<file path="config.mk">
export PLATFORM = sky130hd
export DESIGN_NAME = cam_box_downscale_flat
export DESIGN_NICKNAME = d
export VERILOG_FILES = /design/src/rtl/cam_box_downscale_if.sv /design/src/rtl/cam_box_downscale.sv /design/src/flat_wrapper.sv
export SDC_FILE = /design/constraint.sdc
export NUM_CORES = 2
export LEC_CHECK = 0
export CORE_MARGIN = 1.5
export CORE_UTILIZATION = 47
export CTS_CLUSTER_SIZE = 12
export DETAILED_ROUTE_END_ITERATION = 8
export DONT_BUFFER_PORTS = 1
export HOLD_SLACK_MARGIN = 0.15
export MAX_ROUTING_LAYER = met4
export PLACE_DENSITY_LB_ADDON = 0.3
export SYNTH_ARGS = -nofsm -noshare
export SYNTH_HDL_FRONTEND = slang
export SYNTH_MEMORY_MAX_BITS = 65536
export SYNTH_SLANG_ARGS = --single-unit
</file>
<file path="constraint.sdc">
create_clock -name in_pclk -period 16.71 [get_ports in_pclk]
set_clock_uncertainty 0.2 [all_clocks]
set_input_delay 3.342 -clock in_pclk [delete_from_list [all_inputs] [get_ports in_pclk]]
set_output_delay 3.342 -clock in_pclk [all_outputs]
set_load 0.005 [all_outputs]
</file>
<file path="src/rtl/cam_box_downscale_if.sv">
// Pixel stream bundle for the box downscaler: cropped input stream in, averaged stream out.
interface cam_box_downscale_if #(
    parameter int P_DEPTH = 10
);
    logic [10:0]        in_x;
    logic [10:0]        in_y;
    logic               in_valid;
    logic [P_DEPTH-1:0] in_data_00;
    logic [P_DEPTH-1:0] in_data_01;
    logic [P_DEPTH-1:0] in_data_10;
    logic [10:0]        out_x;
    logic [10:0]        out_y;
    logic               out_valid;
    logic [P_DEPTH-1:0] out_data_00;
    logic [P_DEPTH-1:0] out_data_01;
    logic [P_DEPTH-1:0] out_data_10;
    logic               out_eof;

    modport master (
        output in_x, in_y, in_valid, in_data_00, in_data_01, in_data_10,
        input  out_x, out_y, out_valid, out_data_00, out_data_01, out_data_10, out_eof
    );

    modport slave (
        input  in_x, in_y, in_valid, in_data_00, in_data_01, in_data_10,
        output out_x, out_y, out_valid, out_data_00, out_data_01, out_data_10, out_eof
    );
endinterface

</file>
<file path="src/rtl/cam_box_downscale.sv">
// Box-average integer downscaler (S x S blocks, S = 2^SCALE_LOG2) with a line buffer of vertical sums.
// Optional feature macro: CAM_BOX_DOWNSCALE_ROUND_EN selects round-half-up instead of truncation.
module cam_box_downscale #(
    parameter int P_DEPTH    = 10,
    parameter int IN_WIDTH   = 240,
    parameter int IN_HEIGHT  = 540,
    parameter int SCALE_LOG2 = 1
) (
    input  logic                 in_pclk,
    input  logic                 in_rst,
    cam_box_downscale_if.slave   bus
);
    localparam int S     = 1 << SCALE_LOG2;
    localparam int OUT_W = IN_WIDTH >> SCALE_LOG2;
    localparam int OUT_H = IN_HEIGHT >> SCALE_LOG2;
    localparam int AW    = P_DEPTH + 2 * SCALE_LOG2;
    localparam int LBW   = (OUT_W > 1) ? $clog2(OUT_W) : 1;
    localparam logic [10:0] X_LIM  = 11'(OUT_W * S);
    localparam logic [10:0] Y_LIM  = 11'(OUT_H * S);
    localparam logic [10:0] X_LAST = 11'(OUT_W - 1);
    localparam logic [10:0] Y_LAST = 11'(OUT_H - 1);

    logic [SCALE_LOG2-1:0] col_ph, row_ph;
    logic [10:0]           addr, blk_y;
    logic [LBW-1:0]        lb_idx;
    logic                  blk_start, blk_end, row_first, row_last;
    logic                  take, s1_vld_d;
    logic                  armed_q, armed_d;

    logic [2:0][AW-1:0]    pix, hsum, lbsum;
    logic [2:0][AW-1:0]    hacc_q, hacc_d;
    logic [2:0][AW-1:0]    rd_q;
    logic [2:0][AW-1:0]    lb_mem [OUT_W];

    logic                  s1_vld_q, s1_eof_q;
    logic [2:0][AW-1:0]    s1_tot_q;
    logic [10:0]           s1_x_q, s1_y_q;
    logic [2:0][P_DEPTH-1:0] avg;

    logic                  out_valid_q, out_eof_q;
    logic [10:0]           out_x_q, out_y_q;
    logic [2:0][P_DEPTH-1:0] out_d_q;

    always_comb begin
        col_ph    = bus.in_x[SCALE_LOG2-1:0];
        row_ph    = bus.in_y[SCALE_LOG2-1:0];
        addr      = bus.in_x >> SCALE_LOG2;
        blk_y     = bus.in_y >> SCALE_LOG2;
        lb_idx    = addr[LBW-1:0];
        blk_start = (col_ph == '0);
        blk_end   = &col_ph;
        row_first = (row_ph == '0);
        row_last  = &row_ph;
        // After reset nothing is accepted until a block's top-left pixel re-arms the datapath.
        take      = bus.in_valid && (bus.in_x < X_LIM) && (bus.in_y < Y_LIM)
                    && (armed_q || (blk_start && row_first));
        armed_d   = armed_q | take;
        s1_vld_d  = take && blk_end && row_last;
        pix[0]    = AW'(bus.in_data_00);
        pix[1]    = AW'(bus.in_data_01);
        pix[2]    = AW'(bus.in_data_10);
        for (int c = 0; c < 3; c++) begin
            hsum[c]  = blk_start ? pix[c] : hacc_q[c] + pix[c];
            lbsum[c] = rd_q[c] + hsum[c];
        end
        hacc_d = take ? hsum : hacc_q;
    end

    always_ff @(posedge in_pclk) begin
        if (in_rst) begin
            hacc_q  <= '0;
            armed_q <= 1'b0;
        end else begin
            hacc_q  <= hacc_d;
            armed_q <= armed_d;
        end
    end

    // Read is launched on the first column of a block and held; row 0 overwrites, so no clear is needed.
    always_ff @(posedge in_pclk) begin
        if (take && blk_start)
            rd_q <= lb_mem[lb_idx];
        if (take && blk_end && !row_last)
            lb_mem[lb_idx] <= row_first ? hsum : lbsum;
    end

    always_ff @(posedge in_pclk) begin
        if (in_rst) begin
            s1_vld_q <= 1'b0;
            s1_eof_q <= 1'b0;
            s1_tot_q <= '0;
            s1_x_q   <= '0;
            s1_y_q   <= '0;
        end else begin
            s1_vld_q <= s1_vld_d;
            if (s1_vld_d) begin
                s1_tot_q <= lbsum;
                s1_x_q   <= addr;
                s1_y_q   <= blk_y;
                s1_eof_q <= (addr == X_LAST) && (blk_y == Y_LAST);
            end
        end
    end

`ifdef CAM_BOX_DOWNSCALE_ROUND_EN
    localparam logic [AW:0] RND_HALF = (AW + 1)'(1) << (2 * SCALE_LOG2 - 1);
    always_comb begin
        for (int c = 0; c < 3; c++)
            avg[c] = P_DEPTH'(({1'b0, s1_tot_q[c]} + RND_HALF) >> (2 * SCALE_LOG2));
    end
`else
    always_comb begin
        for (int c = 0; c < 3; c++)
            avg[c] = P_DEPTH'(s1_tot_q[c] >> (2 * SCALE_LOG2));
    end
`endif

    always_ff @(posedge in_pclk) begin
        if (in_rst) begin
            out_valid_q <= 1'b0;
            out_eof_q   <= 1'b0;
            out_x_q     <= '0;
            out_y_q     <= '0;
            out_d_q     <= '0;
        end else begin
            out_valid_q <= s1_vld_q;
            out_eof_q   <= s1_vld_q && s1_eof_q;
            if (s1_vld_q) begin
                out_x_q <= s1_x_q;
                out_y_q <= s1_y_q;
                out_d_q <= avg;
            end
        end
    end

    assign bus.out_valid   = out_valid_q;
    assign bus.out_eof     = out_eof_q;
    assign bus.out_x       = out_x_q;
    assign bus.out_y       = out_y_q;
    assign bus.out_data_00 = out_d_q[0];
    assign bus.out_data_01 = out_d_q[1];
    assign bus.out_data_10 = out_d_q[2];
endmodule

</file>
<file path="src/flat_wrapper.sv">
// flat-port wrapper written by rule: the top's interface ports become plain ports
module cam_box_downscale_flat 
#(
    parameter int P_DEPTH    = 10,
    parameter int IN_WIDTH   = 240,
    parameter int IN_HEIGHT  = 540,
    parameter int SCALE_LOG2 = 1
)
  (in_pclk, in_rst, bus_in_x, bus_in_y, bus_in_valid, bus_in_data_00, bus_in_data_01, bus_in_data_10, bus_out_x, bus_out_y, bus_out_valid, bus_out_data_00, bus_out_data_01, bus_out_data_10, bus_out_eof);
  cam_box_downscale_if #(.P_DEPTH(P_DEPTH)) bus_i ();
  input  logic in_pclk;
  input  logic in_rst;
  input wire logic [$bits(bus_i.in_x)-1:0] bus_in_x;
  input wire logic [$bits(bus_i.in_y)-1:0] bus_in_y;
  input wire logic [$bits(bus_i.in_valid)-1:0] bus_in_valid;
  input wire logic [$bits(bus_i.in_data_00)-1:0] bus_in_data_00;
  input wire logic [$bits(bus_i.in_data_01)-1:0] bus_in_data_01;
  input wire logic [$bits(bus_i.in_data_10)-1:0] bus_in_data_10;
  output wire logic [$bits(bus_i.out_x)-1:0] bus_out_x;
  output wire logic [$bits(bus_i.out_y)-1:0] bus_out_y;
  output wire logic [$bits(bus_i.out_valid)-1:0] bus_out_valid;
  output wire logic [$bits(bus_i.out_data_00)-1:0] bus_out_data_00;
  output wire logic [$bits(bus_i.out_data_01)-1:0] bus_out_data_01;
  output wire logic [$bits(bus_i.out_data_10)-1:0] bus_out_data_10;
  output wire logic [$bits(bus_i.out_eof)-1:0] bus_out_eof;
  assign bus_i.in_x = bus_in_x;
  assign bus_i.in_y = bus_in_y;
  assign bus_i.in_valid = bus_in_valid;
  assign bus_i.in_data_00 = bus_in_data_00;
  assign bus_i.in_data_01 = bus_in_data_01;
  assign bus_i.in_data_10 = bus_in_data_10;
  assign bus_out_x = bus_i.out_x;
  assign bus_out_y = bus_i.out_y;
  assign bus_out_valid = bus_i.out_valid;
  assign bus_out_data_00 = bus_i.out_data_00;
  assign bus_out_data_01 = bus_i.out_data_01;
  assign bus_out_data_10 = bus_i.out_data_10;
  assign bus_out_eof = bus_i.out_eof;
  cam_box_downscale #(.P_DEPTH(P_DEPTH), .IN_WIDTH(IN_WIDTH), .IN_HEIGHT(IN_HEIGHT), .SCALE_LOG2(SCALE_LOG2)) u_core (.in_pclk(in_pclk), .in_rst(in_rst), .bus(bus_i));
endmodule
</file>
==> results.py <==
metrics = {
    "clock_tree": {
        "tritoncts": "done",
        "clk-insertion-delay-late_ns": 1.03,
        "post_cts_resize_count": 0,
        "numCtsBuffers": 443,
        "root_buffer": "sky130_fd_sc_hd__clkbuf_16",
        "clock_sinks": 4497,
        "path_clk_slew_ns": 0.06,
        "post_cts_hold_buffer_count": 0,
        "max-clock-path-buffers": 4,
        "h-tree-depth": 5,
        "post-cts-setup-buffers": 0,
    },
    "critical_path": {
        "cp_max_fo": 170,
        "r2r.worst_path.cells": 19,
        "endpoint_kind_of_the_worst_setup_timing_path": "flip-flop",
        "setup.reg_to_reg.worst_slack_ns": 10.46,
        "crit-reg2reg-launch": "u_core.hacc_q[0]$_SDFFE_PP0P_",
        "crit_type": "in -> reg",
        "worstPathRequired_ns": 17.32,
        "r2r_end": "u_core.lb_mem[52][11]$_DFFE_PP_",
        "start_kind": "input port",
        "worst_endpoint_data_arrival_time_ns": 11.13,
    },
    "placement": {
        "gpl.final_weighted_congestion": 1.01,
        "pre_cts_slack_ns": 5.62,
        "dp_hpwl_mm": 365,
        "portBuffers": 0,
        "placed_cells": 14359,
    },
    "layout": {
        "final_net_count": 9971,
        "postLayoutCoreUtil_pct": 52.7,
        "syn2layout_area_growth_pct": 11.6,
        "finish.cell_count_without_fillers": 15133,
        "final_layout_size_suffix_gt1_share_pct": 18.5,
    },
    "die": {
        "fp.dieW_um": 615,
        "die_area_mm2": 0.378,
        "core_rows": 224,
        "effective_utilization_at_floorplan_pct": 47.2,
        "fp.dieH_um": 615,
        "io_pins": 109,
        "core_area_mm2": 0.372,
    },
    "synthesis": {
        "yosys.area_share.xor_xnor_pct": 0.264,
        "synth-seq-cells": 4497,
        "synth-adder-area-share_pct": 0.538,
        "yosysSeqAreaShare_pct": 76.0,
        "synth_edf_count": 4356,
        "syn_area_per_cell_um2": 18.2,
        "number_of_warnings_issued_by_yosys": 0,
        "post_synth_inst_count": 9640,
        "ys_types": 87,
        "synth_top_family_by_area": "multiplexers",
        "postSynth.topFlopCell": "sky130_fd_sc_hd__edfxtp_1",
        "post_synth_and_or_nand_nor_area_fraction_pct": 2.54,
        "complex_gate_fraction_of_the_synthesized_area_pct": 8.37,
        "async_flop_share_pct": 0,
        "netlist_area_mm2": 0.176,
        "multiplexer_fraction_of_the_synthesized_cell_area_pct": 10.1,
    },
    "sta": {
        "grt_setup_unrepaired": "no",
        "setup_viol": 0,
        "maxSlewViolCount": 10,
        "final.setup.tns_ns": 0,
        "period_minus_slack_ns": 10.52,
        "worst_pin_slew_ns": 1.62,
        "tcrit_tclk_final_pct": 63.0,
        "finalHoldViolCount": 0,
        "max_slew_margin_pct": -8.96,
        "max_freq_ghz": 0.0950,
        "finalWorstSetupSlack_ns": 6.19,
    },
    "drt": {
        "via_count": 105697,
        "wire_length_after_detailed_routing_mm": 636,
        "drt_first_pass_iters": 9,
        "detailedRoute.firstIterationViolations": 19655,
        "drc": 1,
        "post_drt_wl_per_cell_um": 42.0,
        "vias_per_cell": 6.98,
        "antenna_violating_nets_post_route": 0,
    },
    "job": {
        "drv_cap": 4,
    },
    "global_route": {
        "grt_antenna_before_repair": 80,
        "global_route.overflow_total": 0,
        "grt_use_total_pct": 33.9,
        "grt_pass1_vias": 97275,
        "grt_max_degree": 805,
        "grt_pass1_wl_mm": 851,
    },
    "run_status": {
        "failing_checks": "DRC, capacitance limit, slew limit",
        "status": "finished with violations",
    },
    "hold_path": {
        "hold_path_class": "reg -> reg",
        "min_delay_path_depth": 2,
        "min-delay-start": "u_core.s1_x_q[3]$_SDFFE_PP0P_",
        "worstHoldEndpoint": "u_core.s1_x_q[3]$_SDFFE_PP0P_",
    },
    "power_and_ir_drop": {
        "p_leak_uw": 0.0619,
        "worst_ir_drop_vdd_v": 0.0000921,
        "power_density_mw_per_mm2": 120,
    },
}
[per-stage QoR]
stage | hold slack, ns | instance area (µm²) | total power [µW]
after detailed placement | 0.244 | 183000 | 14500
after floorplan | 0.230 | 176000 | 13800
after global routing | 0.272 | 196000 | 24100
after CTS | 0.252 | 196000 | 23500
final | 0.250 | 196000 | 23700
after global placement | 0.237 | 183000 | 14400
[registers in the layout, indices dropped and copies added, names as in the netlist]
register / count
u_core.bus.out_data_00: 10
u_core.bus.out_data_01: 10
u_core.lb_mem: 4320
u_core.bus.out_x: 10
u_core.s1_y_q: 10
u_core.bus.out_eof: 1
u_core.bus.out_valid: 1
u_core.bus.out_y: 10
u_core.avg: 30
u_core.hacc_q: 36
u_core.s1_eof_q: 1
u_core.rd_q: 36
u_core.s1_vld_q: 1
u_core.armed_q: 1
u_core.s1_x_q: 10
u_core.bus.out_data_10: 10
[cells in the final DEF (no fill, tap or decap), types with 129 or more instances in the layout]
master                      count
sky130_fd_sc_hd__edfxtp_1    4356
sky130_fd_sc_hd__mux2i_1      512
sky130_fd_sc_hd__a221oi_1     500
sky130_fd_sc_hd__clkbuf_16    449
sky130_fd_sc_hd__nor2_1       444
sky130_fd_sc_hd__mux4_2       377
sky130_fd_sc_hd__buf_4        375
sky130_fd_sc_hd__mux2_2       311
sky130_fd_sc_hd__a21oi_1      303
sky130_fd_sc_hd__nand2_1      297
sky130_fd_sc_hd__o21ai_0      242
sky130_fd_sc_hd__a22oi_1      219
sky130_fd_sc_hd__o22ai_1      217
sky130_fd_sc_hd__dfxtp_1      140
sky130_fd_sc_hd__nor2_4       129
[critical path, cell delays in order]
cell                       delay (ns)
sky130_fd_sc_hd__buf_16          0.46
sky130_fd_sc_hd__buf_16          0.62
sky130_fd_sc_hd__buf_16          0.62
sky130_fd_sc_hd__buf_16          0.49
sky130_fd_sc_hd__inv_8           0.44
sky130_fd_sc_hd__buf_4           0.50
sky130_fd_sc_hd__nor2_4          0.93
sky130_fd_sc_hd__buf_4           0.58
sky130_fd_sc_hd__a221oi_1        0.28
sky130_fd_sc_hd__o21ai_0         1.25
sky130_fd_sc_hd__a21oi_1         0.67
sky130_fd_sc_hd__o221ai_1        0.39
[where the power goes]
group / leakage [µW] / switching [µW] / internal (µW) / total, µW
sequential: 0.0404 / 0.767 / 12600 / 12600
combinational: 0.0153 / 1420 / 400 / 1820
clock: 0.00618 / 4170 / 5040 / 9210
[Yosys cell counts, drive strengths merged, types with 66 or more instances]
cell type  instances  area [µm²]
a22o              80         701
nor2             581        2190
buf              463        3050
clkbuf           183         687
a21oi            316        1580
nand2            315        1180
a211oi            68         510
dfxtp            141        2820
mux2i            522        5230
a221o             80         801
a22oi            219        1640
o21ai            262        1310
mux2             331        3750
ha                66         826
edfxtp          4356      131000
o22ai            219        1370
mux4             389        8810
a221oi           514        4580
[kinds of logic after synthesis]
kind of cell,after synthesis
buf+inv,679
simple gates,1077
other cells,1
compound gates,2019
fa+ha+maj,72
flops,4497
mux,1242
xor+xnor,53
[layer usage]
metal,global-route usage (%),share of wire [%]
met3,11.5,15
met2,47.2,43
met4,22.1,7.8
met5,-,0
met1,42.3,34
[worst max-delay path by stage]
| stage | from | to | slack, ns | cells after the start |
|---|---|---|---|---|
| finish | bus_in_x[3] | u_core.rd_q[29]$_DFFE_PP_ | 6.19 | 12 |
| floorplan | bus_in_data_10[0] | u_core.lb_mem[0][34]$_DFFE_PP_ | 5.42 | 9 |
| CTS | bus_in_x[3] | u_core.rd_q[29]$_DFFE_PP_ | 6.65 | 12 |
| global route | bus_in_x[2] | u_core.rd_q[12]$_DFFE_PP_ | 6.38 | 13 |
| detailed placement | bus_in_x[3] | u_core.rd_q[29]$_DFFE_PP_ | 5.62 | 12 |
| global placement | bus_in_x[3] | u_core.rd_q[29]$_DFFE_PP_ | 7.53 | 8 |
[layout make-up]
type / count / area, µm²
Inverter: 33 / 146
Clock inverter: 111 / 928
Clock buffer: 580 / 11800
Timing Repair Buffer: 404 / 3510
Tap cell: 4972 / 6220
Sequential cell: 4497 / 134000
Multi-Input combinational cell: 4465 / 39900
Fill cell: 28830 / 176000
Antenna cell: 71 / 178
(Power assumes the default switching activity.)
